==> config.mk <==
export PLATFORM = sky130hd
export DESIGN_NAME = nvdla_dbb_rd_arb
export DESIGN_NICKNAME = d
export VERILOG_FILES = /design/src/rtl/nvdla_dbb_rd_arb.sv
export SDC_FILE = /design/constraint.sdc
export NUM_CORES = 1
export LEC_CHECK = 0
export ABC_AREA = 1
export ABC_CLOCK_PERIOD_IN_PS = 4550
export CORE_AREA = 10 10 399 401
export DETAILED_ROUTE_END_ITERATION = 7
export DIE_AREA = 0 0 409 411
export HOLD_SLACK_MARGIN = 0.08
export PLACE_DENSITY = 0.3
export SYNTH_ARGS = -nofsm -noshare
export SYNTH_HDL_FRONTEND = slang
export SYNTH_SLANG_ARGS = --single-unit
==> constraint.sdc <==
create_clock -name dla_core_clk -period 4.55 [get_ports dla_core_clk]
set_input_delay 0.91 -clock dla_core_clk [delete_from_list [all_inputs] [get_ports dla_core_clk]]
set_output_delay 0.91 -clock dla_core_clk [all_outputs]
set_load 0.005 [all_outputs]
==> src/rtl/nvdla_dbb_rd_arb.sv <==
// DBB read-port arbiter: two read clients share one AXI4 AR/R port.
// Round-robin AR grant, rid[3] routes R beats, per-client burst cap.
module nvdla_dbb_rd_arb #(
    parameter int AW        = 64,
    parameter int DW        = 256,
    parameter int MAX_OUTST = 8
) (
    input  logic          dla_core_clk,
    input  logic          dla_reset_rst,
    input  logic          req0_ar_valid,
    output logic          req0_ar_ready,
    input  logic [AW-1:0] req0_ar_addr,
    input  logic [7:0]    req0_ar_len,
    input  logic [2:0]    req0_ar_tag,
    output logic          req0_r_valid,
    input  logic          req0_r_ready,
    output logic [DW-1:0] req0_r_data,
    output logic          req0_r_last,
    output logic [2:0]    req0_r_tag,
    output logic          req0_r_err,
    input  logic          req1_ar_valid,
    output logic          req1_ar_ready,
    input  logic [AW-1:0] req1_ar_addr,
    input  logic [7:0]    req1_ar_len,
    input  logic [2:0]    req1_ar_tag,
    output logic          req1_r_valid,
    input  logic          req1_r_ready,
    output logic [DW-1:0] req1_r_data,
    output logic          req1_r_last,
    output logic [2:0]    req1_r_tag,
    output logic          req1_r_err,
    output logic [3:0]    dbb_ar_arid,
    output logic [AW-1:0] dbb_ar_araddr,
    output logic [7:0]    dbb_ar_arlen,
    output logic [2:0]    dbb_ar_arsize,
    output logic [1:0]    dbb_ar_arburst,
    output logic          dbb_ar_arvalid,
    input  logic          dbb_ar_arready,
    input  logic [5:0]    dbb_r_rid,
    input  logic [DW-1:0] dbb_r_rdata,
    input  logic [1:0]    dbb_r_rresp,
    input  logic          dbb_r_rlast,
    input  logic          dbb_r_rvalid,
    output logic          dbb_r_rready,
    output logic          rd_idle
);

    localparam int CW = $clog2(MAX_OUTST + 1);
    localparam logic [CW-1:0] CMAX = CW'(MAX_OUTST);
    localparam logic [2:0] AR_SIZE = 3'($clog2(DW / 8));
    localparam logic [0:0] S_IDLE  = 1'b0;
    localparam logic [0:0] S_ISSUE = 1'b1;

    logic [0:0]    state;
    logic          rr_ptr;
    logic [CW-1:0] cnt0;
    logic [CW-1:0] cnt1;
    logic          elig0;
    logic          elig1;
    logic          can_grant;
    logic          gnt0;
    logic          gnt1;
    logic          r_sel;
    logic          r_done;
    logic          dec0;
    logic          dec1;
    logic          unused_r;

    assign unused_r = ^{dbb_r_rid[5:4], dbb_r_rresp[0]};

    assign elig0 = req0_ar_valid & (cnt0 < CMAX);
    assign elig1 = req1_ar_valid & (cnt1 < CMAX);

    // A held AR blocks new grants; reset masks the ready pulses.
    assign can_grant = (state == S_IDLE) & ~dla_reset_rst;

    // rr_ptr names the client preferred when both are eligible.
    assign gnt0 = can_grant & elig0 & (~elig1 | ~rr_ptr);
    assign gnt1 = can_grant & elig1 & (~elig0 | rr_ptr);

    assign req0_ar_ready = gnt0;
    assign req1_ar_ready = gnt1;

    assign r_sel        = dbb_r_rid[3];
    assign dbb_r_rready = r_sel ? req1_r_ready : req0_r_ready;
    assign req0_r_valid = dbb_r_rvalid & ~r_sel;
    assign req1_r_valid = dbb_r_rvalid & r_sel;

    assign req0_r_data = dbb_r_rdata;
    assign req1_r_data = dbb_r_rdata;
    assign req0_r_last = dbb_r_rlast;
    assign req1_r_last = dbb_r_rlast;
    assign req0_r_tag  = dbb_r_rid[2:0];
    assign req1_r_tag  = dbb_r_rid[2:0];
    assign req0_r_err  = dbb_r_rresp[1];
    assign req1_r_err  = dbb_r_rresp[1];

    assign r_done = dbb_r_rvalid & dbb_r_rready & dbb_r_rlast;
    assign dec0   = r_done & ~r_sel;
    assign dec1   = r_done & r_sel;

    assign rd_idle = (state == S_IDLE) & (cnt0 == '0) & (cnt1 == '0);

    function automatic logic [CW-1:0] cnt_nxt(
        input logic [CW-1:0] c,
        input logic          inc,
        input logic          dec
    );
        logic [CW-1:0] r;
        r = c;
        if (inc && !dec)
            r = c + 1'b1;
        else if (dec && !inc && c != '0)
            r = c - 1'b1;
        return r;
    endfunction

    // AR grant/issue FSM with registered AR fields.
    always_ff @(posedge dla_core_clk or posedge dla_reset_rst) begin
        if (dla_reset_rst) begin
            state          <= S_IDLE;
            rr_ptr         <= 1'b0;
            dbb_ar_arvalid <= 1'b0;
            dbb_ar_arid    <= '0;
            dbb_ar_araddr  <= '0;
            dbb_ar_arlen   <= '0;
            dbb_ar_arsize  <= '0;
            dbb_ar_arburst <= '0;
        end else begin
            unique case (state)
                S_IDLE: begin
                    if (gnt0 || gnt1) begin
                        state          <= S_ISSUE;
                        rr_ptr         <= gnt0;
                        dbb_ar_arvalid <= 1'b1;
                        dbb_ar_arid    <= gnt1 ? {1'b1, req1_ar_tag}
                                               : {1'b0, req0_ar_tag};
                        dbb_ar_araddr  <= gnt1 ? req1_ar_addr
                                               : req0_ar_addr;
                        dbb_ar_arlen   <= gnt1 ? req1_ar_len
                                               : req0_ar_len;
                        dbb_ar_arsize  <= AR_SIZE;
                        dbb_ar_arburst <= 2'b01;
                    end
                end
                S_ISSUE: begin
                    if (dbb_ar_arready) begin
                        state          <= S_IDLE;
                        dbb_ar_arvalid <= 1'b0;
                    end
                end
                default: begin
                    state          <= S_IDLE;
                    dbb_ar_arvalid <= 1'b0;
                end
            endcase
        end
    end

    // In-flight burst counters: up at grant, down at last R beat.
    always_ff @(posedge dla_core_clk or posedge dla_reset_rst) begin
        if (dla_reset_rst) begin
            cnt0 <= '0;
            cnt1 <= '0;
        end else begin
            cnt0 <= cnt_nxt(cnt0, gnt0, dec0);
            cnt1 <= cnt_nxt(cnt1, gnt1, dec1);
        end
    end

    // A last beat for a client with nothing in flight is a bus error.
    a_no_underflow0: assert property (
        @(posedge dla_core_clk) disable iff (dla_reset_rst)
        !(dec0 && cnt0 == '0));

    a_no_underflow1: assert property (
        @(posedge dla_core_clk) disable iff (dla_reset_rst)
        !(dec1 && cnt1 == '0));

endmodule

==> Word-level counts from Yosys, hierarchy flattened <==
Cells that the tools add are included.
{ "op_classes": {"add_sub_neg": 4, "n_mul": 0, "div_mod_pow": 0, "magnitude_cmp": 2, "n_eq_ne": 2, "n_shift": 0, "n_mux": 14, "bitwise_logic": 23, "reduce_logical": 19} }
{ "op_table": {"columns": ["cell", "n"], "rows": [
  ["two-way mux 64 bit", 1],
  ["two-way mux 4 bit", 5],
  ["bitwise AND 1 bit", 15],
  ["adder 4 x 1 -> 4 bit, second input constant", 2],
  ["logical NOT 4 bit", 2],
  ["less-than comparator 4 bit, second input constant", 2],
  ["two-way mux 8 bit", 1],
  ["nonzero test 4 bit", 2],
  ["subtractor 4 x 1 -> 4 bit, second input constant", 2],
  ["logical AND 1 bit", 6],
  ["inverter 1 bit", 6],
  ["two-way mux 1 bit", 5],
  ["logical NOT 1 bit", 4],
  ["case mux 1 bit (2 select lines)", 2],
  ["AND reduction 2 bit", 2],
  ["nonzero test 2 bit", 2],
  ["inequality test 2 x 1 -> 1 bit, second input constant", 1],
  ["inequality test 2 bit, second input constant", 1],
  ["bitwise OR 1 bit", 2],
  ["logical OR 1 bit", 1]
]} }
{ "word_totals": {"regBits": 89, "latch_bits": 0, "mem_bits_rw": 0, "mem_bits_ro": 0, "inputBits": 423, "out_inout_bits": 610, "elab_cells": 74, "memories": 0} }

==> Longest topological paths before layout <==
Gate-level depths: netlist of run 1.
{ "logic_depth": {"ltp_word": 10, "depth_mapped": 14, "ltp_nobuf": 13} }

==> Worst setup path after synthesis of run 1 <==
Ideal clock, no wire load.
{ "synth_path": {"kind": "input to output", "startpoint": "input dla_reset_rst", "endpoint": "output req1_ar_ready", "arrival_ns": 3.608, "required_time_ns": 3.640, "slack_ns": 0.032, "cell_stages": 6, "cell_sequence": "inv_1 -> nand2_1 -> nor2_4 -> nand2_4 -> inv_2 -> buf_2"} }
{ "synth_via": {"elab_chain_len": 4} }
{ "synth_rtl": {"columns": ["item", "line", "source"], "rows": [
  ["from (decl)", "9", "input logic dla_reset_rst,"],
  ["inverter 1 bit", "75", "assign can_grant = (state == S_IDLE) & ~dla_reset_rst;"],
  ["bitwise AND 1 bit", "75", null],
  ["bitwise AND 1 bit (2 in a row)", "79", "assign gnt1 = can_grant & elig1 & (~elig0 | rr_ptr);"],
  ["to (decl)", "22", "output logic req1_ar_ready,"]
]} }
Every way passes these cells.

==> Worst setup path in the final report of run 1 <==
{ "layout_path": {"startpoint": "input dla_reset_rst", "endpoint": "output req0_ar_ready"} }
{ "layout_via": {"elab_chain_len": 4} }
{ "layout_rtl": {"columns": ["item", "line", "source"], "rows": [
  ["inverter 1 bit", "75", null],
  ["bitwise AND 1 bit", "75", null],
  ["bitwise AND 1 bit (2 in a row)", "78", "assign gnt0 = can_grant & elig0 & (~elig1 | ~rr_ptr);"],
  ["to (decl)", "11", "output logic req0_ar_ready,"]
]} }
Every way passes these cells.

==> metrics.md, run 1 <==
| Metric | Value |
|---|---|
| Filler cells | roughly 18,000 |
| Clock Tree Buf Depth | 2 |
| # setup viols final | 0 |
| Register area share after synthesis | around a quarter |
| Count of different cell masters after synthesis | 30 |
| Clock-pin slew on the worst setup and hold paths | 0.10 ns |
| Area of the core | 151,000 um^2 |
| Setup crit start | dla_reset_rst |
| Rows | 143 |
| Pwr/cell area | 480 nW/um^2 |
| Worst setup SP type | input pin |
| Worst min-delay path class | reg -> reg |
| Top cell type's share of synthesized area | 46.1% |
| Vias/cell | 1.91 |
| Slew headroom | 42.6% |
| Clock tree root buffer cell | clkbuf_16 |
| Setup CP Type | in -> out |
| Total congestion overflow | 0 |
| FF/Latch Area | 2200 um^2 |
| Post-CTS Hold Buffers | 0 |
| Most common cell in the netlist | buf_4 |
| Average cell area after synthesis | 8.18 um^2 |
| Initial antenna violation count | 5 |
| Synth top area cells | buf_4 46%, dfrtp_1 26%, nand2_1 4.7%, a21oi_2 4.1%, o21ai_2 4.1% |
| CP Capture Type | output port |
| Leading area contributor after synthesis | buf_4 |
| Arr. time, crit path | 2.67 ns |
| Die area | 168,000 um^2 |
| Post-detailed-routing wire length | 60.7 mm |
| Crit Path Max Fanout | 6 |
| NumNets Final | 1,188 |
| Layout area overhead | 14.7% |
| Number of global-route vias before repair | 5,634 |
| Initial DRC Count | 252 |
| Max IR drop VDD | 0.175 mV |
| Ports | 1,033 |
| Share of layout cells above drive strength 1 | ~16% |
| Fmax | 279 MHz |
| Reg2reg path depth | 10 |
| Port Buffers | 247 |
| Period utilization | about four fifths |
| Req. time, crit path | roughly 3.6 ns |
| Area of the multi-input gates | 2080 um^2 |
| Pin count of the biggest net entering global routing | 79 |
| Outcome | complete, no violations |
| Pins Over Slew Limit | 0 |
| CTS Buf Count | 9 |
| Crit path to | req0_ar_ready |
| Synth warn | 0 |
| Count of flip-flops with a built-in enable after synthesis | 0 |
| P_leak | 3.21 nW |
| Fin Clk Skew | 0.0389 ns |
| Fin. Hold Viols | 0 |
| GRT Total Usage | 6.88% |
| Slew @ Worst Pin | 0.861 ns |
| Worst reg2reg setup slack | 2.29 ns |
| Setup_tns | 0 ns |
| Clock sinks | 88 |
| Initial DRT Pass Iterations | 4 |
| Die X | 409 um |
| Tmin final | between 3 and 4 ns |
| Setup ws final | 0.966 ns |
| Flops & latches, synth | 88 |
| Initial Util | under 10% |
| Via count | 5,357 |
| Dpl ws | just over 0.9 ns |
| Ys flop type | dfrtp_1 |
| Antenna Nets Post-Route | 0 |
| Setup Fix Bufs, Post-CTS | 0 |
| GP Congestion | about 0.75 |
| RSZ-0062 raised after global routing | false |
| # H-tree levels | 3 |
| Syn Std Cell Area | about 8600 um^2 |
| HPWL after detailed placement | roughly 52 mm |
| Post-CTS sizing | 0 |
| Die Height | 411 um |
| Clock Latency Late Sink | 0.44 ns |
| Max cap viols | 0 |
| RR Endpoint | dbb_ar_araddr[7] |
| Post-synth top cells | 526 x buf_4, 107 x nand2_1, 88 x dfrtp_1, 82 x nor2_1 |
| Synth Instances | 1,048 |
| First-pass GRT wire length | 73.3 mm |
| Reg2reg start | state |
| Ys async rst share | 100% |
| DRC viols | 0 |
| CTS tree | yes |
| DR WL/cell | 21.7 um |
sequential cells by signal, summed over array words and instances (netlist names):
register / cells
dbb_ar_araddr: 64
dbb_ar_arlen: 8
cnt0: 4
cnt1: 4
dbb_ar_arid: 4
dbb_ar_arburst: 1
dbb_ar_arvalid: 1
rr_ptr: 1
state: 1
layout make-up:
cell class                      instances  area share [%]
Tap cell                             2030            25.8
Clock inverter                          6           0.636
Timing Repair Buffer                  257            26.4
Antenna cell                            4           0.102
Multi-Input combinational cell        379            21.1
Sequential cell                        88            22.4
Inverter                               24            1.04
Clock buffer                           10            2.43
cell families (layout without fill, tap and decap cells):
logic type / after synthesis / after routing / share of synthesized area, %
AND/OR/NAND/NOR: 210 / 210 / 9.95
adder cells (fa/ha/maj): 6 / 6 / 1.05
flip-flops: 88 / 88 / 25.7
buffers and inverters: 582 / 297 / 50.1
AO/OA/AOI/OAI: 158 / 158 / 12.8
XOR/XNOR: 3 / 3 / 0.394
other: 1 / 6 / 0.0437
per-layer routing:
metal | up-vias | share of wire [%] | track usage [%]
li1 | 2183 | - | -
met1 | 2328 | 25 | 4.93
met2 | 777 | 44 | 10.5
met3 | 58 | 28 | 9.28
met4 | 11 | 2.0 | 1.67
met5 | - | 0.49 | 1.13
worst max-delay path, cell delays in order:
cell and delay, ns:
clkdlybuf4s50_1 0.52, nor2_1 0.23, nand3_2 0.25, inv_4 0.16, clkdlybuf4s50_1 0.60
placed cells by master, fill, tap and decap left out, drive strengths merged:
cell and count:
o21ai 82, diode 4, ha 4, dfrtp 88, fa 2, nand3b 1
nand2 112, or2 1, nor3 2, a21oi 75, nand4 2, nor2 83
xor2 3, nand3 9, clkbuf 10, inv 27, buf 10, clkinv 3
o21bai 1, clkdlybuf4s50 247, conb 2
where the power goes:
group / switching (mW) / internal, mW
sequential: 0.254 / 1.18
clock: 0.541 / 0.404
combinational: 1.17 / 1.17
through the flow:
stage | area, um^2 | util [%] | hold WS, ns | instances | total power [mW]
3_5_place_dp | 9520 | 6.30 | 0.462 | 2778 | 3.86
6_report | 9830 | 6.50 | 0.479 | 2798 | 4.72
4_1_cts | 9820 | 6.50 | 0.489 | 2794 | 4.93
5_1_grt | 9820 | 6.50 | 0.509 | 2794 | 5.14
2_1_floorplan | 8580 | - | 0.462 | 1049 | 2.84
3_3_place_gp | 9520 | 6.30 | 0.461 | 2778 | 3.89
worst min-delay path by stage:
stage,start,endpoint,slack (ns),cells past startpoint
6_report,dbb_ar_arid[3],dbb_ar_arid[3],0.48,2
5_1_grt,dbb_ar_araddr[33],dbb_ar_araddr[33],0.51,2
4_1_cts,dbb_ar_arid[3],dbb_ar_arid[3],0.49,2
3_5_place_dp,dbb_ar_arid[3],dbb_ar_arid[3],0.46,2
3_3_place_gp,dbb_ar_arid[3],dbb_ar_arid[3],0.46,2
2_1_floorplan,cnt0[3],cnt0[3],0.46,2
Power figures use the tool's default switching activity.
==> inputs of run 2 (changes only) <==
--- a/config.mk
+++ b/config.mk
@@ -6,7 +6,7 @@
 export NUM_CORES = 1
 export LEC_CHECK = 0
 export ABC_AREA = 1
-export ABC_CLOCK_PERIOD_IN_PS = 4550
+export ABC_CLOCK_PERIOD_IN_PS = 3200
 export CORE_AREA = 10 10 399 401
 export DETAILED_ROUTE_END_ITERATION = 7
 export DIE_AREA = 0 0 409 411
==> constraint.sdc (replaced) <==
create_clock -name dla_core_clk -period 3.2 [get_ports dla_core_clk]
set_input_delay 0.64 -clock dla_core_clk [delete_from_list [all_inputs] [get_ports dla_core_clk]]
set_output_delay 0.64 -clock dla_core_clk [all_outputs]
set_load 0.005 [all_outputs]
==> run 2 against run 1 <==
Compared with the run above: via count decreased by 1.8%; hold slack improved by 0.0065 ns; cell count about the same; global-route usage increased by 0.18 points; sequential cell count unchanged; clock skew decreased by 0.016 ns; sequential power increased by 42%; setup slack got worse by 0.62 ns; largest cell class unchanged; largest power group unchanged.
==> metrics.md, run 2 (synthesis gave the netlist of run 1 again) <==
| Metric | Value |
|---|---|
| Initial Util | 5.67% (unchanged) |
| Crit Path Max Fanout | 4 (was 6) |
| Hold_ws | 0.486 ns (was 0.479 ns) |
| Outcome | complete, no violations (unchanged) |
| DR WL/cell | 22.2 um (was 21.7 um) |
| RSZ-0062 raised after global routing | false (unchanged) |
| Clock tree root buffer cell | clkbuf_16 (unchanged) |
| Placed Instances | 2,780 (was 2,778) |
| Wire length on met3 | 17.6 mm (was 16.9 mm) |
| Port Buffers | 247 (unchanged) |
| Setup Fix Bufs, Post-CTS | 0 (unchanged) |
| Worst setup SP type | input pin (unchanged) |
| Max cap viols | 0 (unchanged) |
| Rows | 143 (unchanged) |
| DRC viols | 0 (unchanged) |
| Max IR drop VDD | 0.243 mV (was 0.175 mV) |
| CP Capture Type | output port (unchanged) |
| Total congestion overflow | 0 (unchanged) |
| Period utilization | 89.2% |
| Number of global-route vias before repair | 5,653 (was 5,634) |
| DR top layer | met5 (unchanged) |
| Slew headroom | 43.8% (was 42.6%) |
| Initial DRT Pass Iterations | 4 (unchanged) |
| Die X | 409 um (unchanged) |
| Post-CTS Hold Buffers | 0 (unchanged) |
| P_leak | 3.22 nW (was 3.21 nW) |
| Fmax | 350 MHz |
| Req. time, crit path | 2.56 ns (was 3.64 ns) |
| Pins Over Slew Limit | 0 (unchanged) |
| Dpl ws | 0.301 ns (was 0.912 ns) |
| Max reg flops | 64 (unchanged) |
| Initial DRC Count | 250 (was 252) |
| Worst Hold Path Cells | 2 (unchanged) |
| Die area | 168,000 um^2 (unchanged) |
| Setup_tns | 0 ns (unchanged) |
| M1 WL | 15.0 mm (was 15.4 mm) |
| Non-filler cells in the finished layout | 2,797 (was 2,798) |
| Via count | 5,260 (was 5,357) |
| RR Endpoint | dbb_ar_araddr[9] (was dbb_ar_araddr[7]) |
| Layout Utilization | 6.52% (was 6.50%) |
| HPWL after detailed placement | 53.7 mm (was 51.9 mm) |
| Pwr/cell area | 673 nW/um^2 (was 480 nW/um^2) |
| GRT Total Usage | 7.06% (was 6.88%) |
| Post-detailed-routing wire length | 62.0 mm (was 60.7 mm) |
| Setup ws final | 0.346 ns (was 0.966 ns) |
| Clock-pin slew on the worst setup and hold paths | 0.10 ns (about the same) |
| Die Height | 411 um (unchanged) |
| Top reg by flops | dbb_ar_araddr (unchanged) |
| CTS tree | yes (unchanged) |
| Arr. time, crit path | 2.21 ns (was 2.67 ns) |
| Vias/cell | 1.88 (was 1.91) |
| Slew @ Worst Pin | 0.843 ns (was 0.861 ns) |
| # H-tree levels | 3 (unchanged) |
| Worst reg2reg setup slack | 1.17 ns (was 2.29 ns) |
| Ports | 1,033 (unchanged) |
| Share of layout cells above drive strength 1 | 16.4% (was 16.0%) |
| Clock sinks | 88 (unchanged) |
| Biggest regs | dbb_ar_araddr (64), dbb_ar_arlen (8) (unchanged) |
| Pin count of the biggest net entering global routing | 89 (was 79) |
| Antenna Nets Post-Route | 0 (unchanged) |
| Clock Tree Buf Depth | 2 (unchanged) |
| Initial antenna violation count | 6 (was 5) |
| Commonest cells after routing, fill and taps aside | 247 x clkdlybuf4s50_1, 107 x nand2_1, 88 x dfrtp_1 (unchanged) |
| Reg2reg path depth | 9 (was 10) |
| Post-CTS sizing | 0 (unchanged) |
| Worst min-delay path class | reg -> reg (unchanged) |
| Beginning of the worst hold path | dbb_ar_araddr[28] (was dbb_ar_arid[3]) |
| Setup CP Type | in -> out (unchanged) |
| Area of the core | 151,000 um^2 (unchanged) |
| CTS Buf Count | 9 (unchanged) |
| # setup viols final | 0 (unchanged) |
| Layout area overhead | 14.9% (was 14.7%) |
| GP Congestion | 0.732 (was 0.746) |
| Reg2reg start | state (unchanged) |
| Routed wl met2 | 28.1 mm (was 26.9 mm) |
| NumNets Final | 1,190 (was 1,188) |
| Worst Hold End | dbb_ar_araddr[28] (was dbb_ar_arid[3]) |
| Fin Clk Skew | 0.0232 ns (was 0.0389 ns) |
| Fin. Hold Viols | 0 (unchanged) |
| Commonest non-fill, non-tap cell in the layout | clkdlybuf4s50_1 (unchanged) |
| Clock Latency Late Sink | 0.43 ns (was 0.44 ns) |
| Setup crit start | dla_reset_rst (unchanged) |
| First-pass GRT wire length | 75.0 mm (was 73.3 mm) |
| Tmin final | 2.85 ns |
run 2: where the power goes:
part,switching (mW),total [mW],internal (mW)
clock,0.720,1.27,0.554
combinational,1.64,3.31,1.67
sequential,0.366,2.05,1.68
run 2: layout make-up:
class,instances,area [um^2]
antenna,1,2.50
clock buffer,9,225
clock inverter,7,67.6
fill,17800,141000
inverter,24,101
multi-input combinational,379,2100
sequential,88,2200
tap,2030,2540
timing repair buffer,259,2610
run 2: worst max-delay path by stage:
stage                         end
finish              req1_ar_ready
global route        req1_ar_ready
CTS                 req1_ar_ready
detailed placement  req1_ar_ready
global placement    req1_ar_ready
floorplan           req1_ar_ready
run 2: per-stage QoR:
stage                     total power, mW  cell area [um^2]
after floorplan                      4.06              8610
after global placement               5.54              9560
after detailed placement             5.51              9560
after CTS                            6.95              9850
after global routing                 7.25              9850
final                                6.63              9850
run 2: critical path, stage by stage:
cell and delay, ns:
clkdlybuf4s50_1 0.48, clkinvlp_4 0.12, nand2_1 0.09, nor2_4 0.18, nand2_4 0.11, inv_4 0.09
clkdlybuf4s50_1 0.50
run 2: routing by layer:
metal  global-route usage, %  up-vias
met5                   0.424        -
met4                    1.78        8
met3                    9.78       50
li1                        -     2185
met2                    11.1      762
met1                    4.72     2255
==> inputs of run 3 (changes only) <==
--- a/config.mk
+++ b/config.mk
@@ -6,12 +6,14 @@
 export NUM_CORES = 1
 export LEC_CHECK = 0
 export ABC_AREA = 1
-export ABC_CLOCK_PERIOD_IN_PS = 3200
-export CORE_AREA = 10 10 399 401
+export ABC_CLOCK_PERIOD_IN_PS = 3600
+export CAP_MARGIN = 5
+export CORE_AREA = 10 10 398 400
 export DETAILED_ROUTE_END_ITERATION = 7
-export DIE_AREA = 0 0 409 411
+export DIE_AREA = 0 0 408 410
 export HOLD_SLACK_MARGIN = 0.08
 export PLACE_DENSITY = 0.3
+export SETUP_SLACK_MARGIN = 0.3
 export SYNTH_ARGS = -nofsm -noshare
 export SYNTH_HDL_FRONTEND = slang
 export SYNTH_SLANG_ARGS = --single-unit
==> constraint.sdc (replaced) <==
create_clock -name dla_core_clk -period 3.6 [get_ports dla_core_clk]
set_input_delay 0.72 -clock dla_core_clk [delete_from_list [all_inputs] [get_ports dla_core_clk]]
set_output_delay 0.72 -clock dla_core_clk [all_outputs]
set_load 0.005 [all_outputs]
==> run 3 against run 2 <==
Compared with the run above: final area grew 0.37%; sequential power decreased by 9.8%; non-clock buffer count is 4 higher; first-iteration DRC count fell by 19%; register-to-register slack improved by 0.45 ns; combinational power is 9.7% lower; global-route usage shrank 0.33 points; critical path type unchanged.
==> metrics.md, run 3 (synthesis gave the netlist of run 1 again) <==
| Metric | Value |
|---|---|
| Commonest non-fill, non-tap cell in the layout | clkdlybuf4s50_1 (unchanged) |
| Setup ws final | 0.565 ns (was 0.346 ns) |
| Crit Path Max Fanout | 3 (was 4) |
| Initial antenna violation count | 5 (was 6) |
| Commonest cells after routing, fill and taps aside | 247 x clkdlybuf4s50_1, 107 x nand2_1, 88 x dfrtp_1 (unchanged) |
| Biggest regs | dbb_ar_araddr (64), dbb_ar_arlen (8) (unchanged) |
| Outcome | complete, no violations (unchanged) |
| GP Congestion | 0.704 (was 0.732) |
| Clock sinks | 88 (unchanged) |
| Number of global-route vias before repair | 5,829 (was 5,653) |
| Slowest stage delay, CP | 0.64 ns (was 0.50 ns) |
| Pin count of the biggest net entering global routing | 89 (unchanged) |
| Top reg by flops | dbb_ar_araddr (unchanged) |
| Die X | 408 um (was 409 um) |
| Fmax | roughly 330 MHz |
| Filler cells | 17,800 (about the same) |
| Arr. time, crit path | 2.31 ns (was 2.21 ns) |
| Worst min-delay path class | reg -> reg (unchanged) |
| Layout area overhead | 15.4% (was 14.9%) |
| Max cap viols | 0 (unchanged) |
| First-pass GRT wire length | 71.8 mm (was 75.0 mm) |
| Hold_ws | 0.488 ns (was 0.486 ns) |
| Vias/cell | 1.89 (was 1.88) |
| Area of the core | 151,000 um^2 (about the same) |
| DRC viols | 0 (unchanged) |
| FF/Latch Area | 2200 um^2 (unchanged) |
| Post-CTS sizing | 0 (unchanged) |
| Pwr/cell area | 619 nW/um^2 (was 673 nW/um^2) |
| NumNets Final | 1,194 (was 1,190) |
| Critical Path, Cell by Cell | clkdlybuf4s50_1, inv_2, nor2_1, nand3_2, inv_4, clkdlybuf4s50_1 (was clkdlybuf4s50_1, clkinvlp_4, nand2_1, nor2_4, nand2_4, inv_4, clkdlybuf4s50_1) |
| Req. time, crit path | 2.88 ns (was 2.56 ns) |
| Fin Clk Skew | 0.0441 ns (was 0.0232 ns) |
| Dpl ws | 0.530 ns (was 0.301 ns) |
| HPWL after detailed placement | 49.9 mm (was 53.7 mm) |
| P_leak | 3.24 nW (was 3.22 nW) |
| Slew @ Worst Pin | 0.856 ns (was 0.843 ns) |
| Initial DRT Pass Iterations | 6 (was 4) |
| Tmin final | 3.03 ns |
| Via count | 5,290 (was 5,260) |
| CTS Buf Count | 9 (unchanged) |
| Antenna Nets Post-Route | 0 (unchanged) |
| Pins Over Slew Limit | 0 (unchanged) |
| Max reg flops | 64 (unchanged) |
| Total congestion overflow | 0 (unchanged) |
| Post-detailed-routing wire length | 58.5 mm (was 62.0 mm) |
| # setup viols final | 0 (unchanged) |
| Clock Latency Late Sink | 0.45 ns (was 0.43 ns) |
| Setup Fix Bufs, Post-CTS | 0 (unchanged) |
| DR WL/cell | 20.9 um (was 22.2 um) |
| Die area | 167,000 um^2 (was 168,000 um^2) |
| RSZ-0062 raised after global routing | false (unchanged) |
| Setup_tns | 0 ns (unchanged) |
| Rows | 143 (unchanged) |
| Worst setup SP type | input pin (unchanged) |
| Cell mode on critical path | clkdlybuf4s50_1 (unchanged) |
| CP Capture Type | output port (unchanged) |
| WP buf/inv | 4 (unchanged) |
| Area of the multi-input gates | 2080 um^2 (was 2100 um^2) |
| GRT Total Usage | 6.74% (was 7.06%) |
| Setup CP Type | in -> out (unchanged) |
| Initial DRC Count | 202 (was 250) |
| Period utilization | 84.3% |
| # H-tree levels | 3 (unchanged) |
| Clock tree root buffer cell | clkbuf_16 (unchanged) |
| Fin. Hold Viols | 0 (unchanged) |
| Slew headroom | 42.9% (was 43.8%) |
| Max IR drop VDD | 0.243 mV (about the same) |
| Clock Tree Buf Depth | 2 (unchanged) |
| CTS tree | yes (unchanged) |
| Initial Util | 5.68% (was 5.67%) |
| Ports | 1,033 (unchanged) |
| Clock-pin slew on the worst setup and hold paths | 0.08 ns (was 0.10 ns) |
| Die Height | 410 um (was 411 um) |
| Crit-path slowest cell | clkdlybuf4s50_1 (unchanged) |
| Port Buffers | 247 (unchanged) |
| CP delay by family, top | buffers and inverters (unchanged) |
| Post-CTS Hold Buffers | 0 (unchanged) |
| Share of layout cells above drive strength 1 | 16.6% (was 16.4%) |
run 3: layout make-up:
class                   instances  share of cell area, %
diodes                          1                 0.0253
clock buffers                   9                   2.28
clock inverters                 6                  0.949
inverters                      24                   1.02
multi-input cells             379                   21.1
flip-flops and latches         88                   22.3
well taps                    2030                   25.7
repair buffers                263                   26.7
run 3: report_power, final:
group / internal, mW / leakage [nW] / switching (mW)
clock network: 0.615 / 0.152 / 0.669
logic: 1.50 / 2.04 / 1.49
registers: 1.50 / 1.04 / 0.352
run 3: final timing paths:
path / depth (start not counted) / start / endpoint / slack, ns
setup reg to reg: 8 / state / dbb_ar_araddr[23] / 1.62
hold reg to reg: 2 / dbb_ar_arid[3] / dbb_ar_arid[3] / 0.49
max in group asynchronous: 3 / dla_reset_rst / dbb_ar_araddr[60] / 2.20
hold / removal: 2 / dbb_ar_arid[3] / dbb_ar_arid[3] / 0.49
setup / recovery: 6 / req0_ar_valid / req0_ar_ready / 0.57
min in group asynchronous: 3 / dla_reset_rst / rr_ptr / 0.83
run 3: per-stage QoR:
step | power [mW] | std cells | cell area [um^2] | utilization [%]
global placement | 5.02 | 2784 | 9570 | 6.34
CTS | 6.43 | 2799 | 9890 | 6.56
finish | 6.12 | 2800 | 9890 | 6.56
detailed placement | 4.99 | 2784 | 9570 | 6.34
global route | 6.71 | 2799 | 9890 | 6.56
floorplan | 3.59 | 1049 | 8590 | -
run 3: routing by layer:
layer / vias up / wire, um / GRT usage, %
met4: 4 / 1500 / 2.00
met5: - / 127 / 0.632
li1: 2193 / - / -
met3: 73 / 14700 / 8.20
met2: 788 / 25700 / 10.3
met1: 2232 / 16500 / 5.28
run 3: tightest hold or removal path, cell delays in order, from the launching register on:
cell and delay (ns):
dfrtp_1 0.36, nand2_1 0.06, nand2_1 0.05
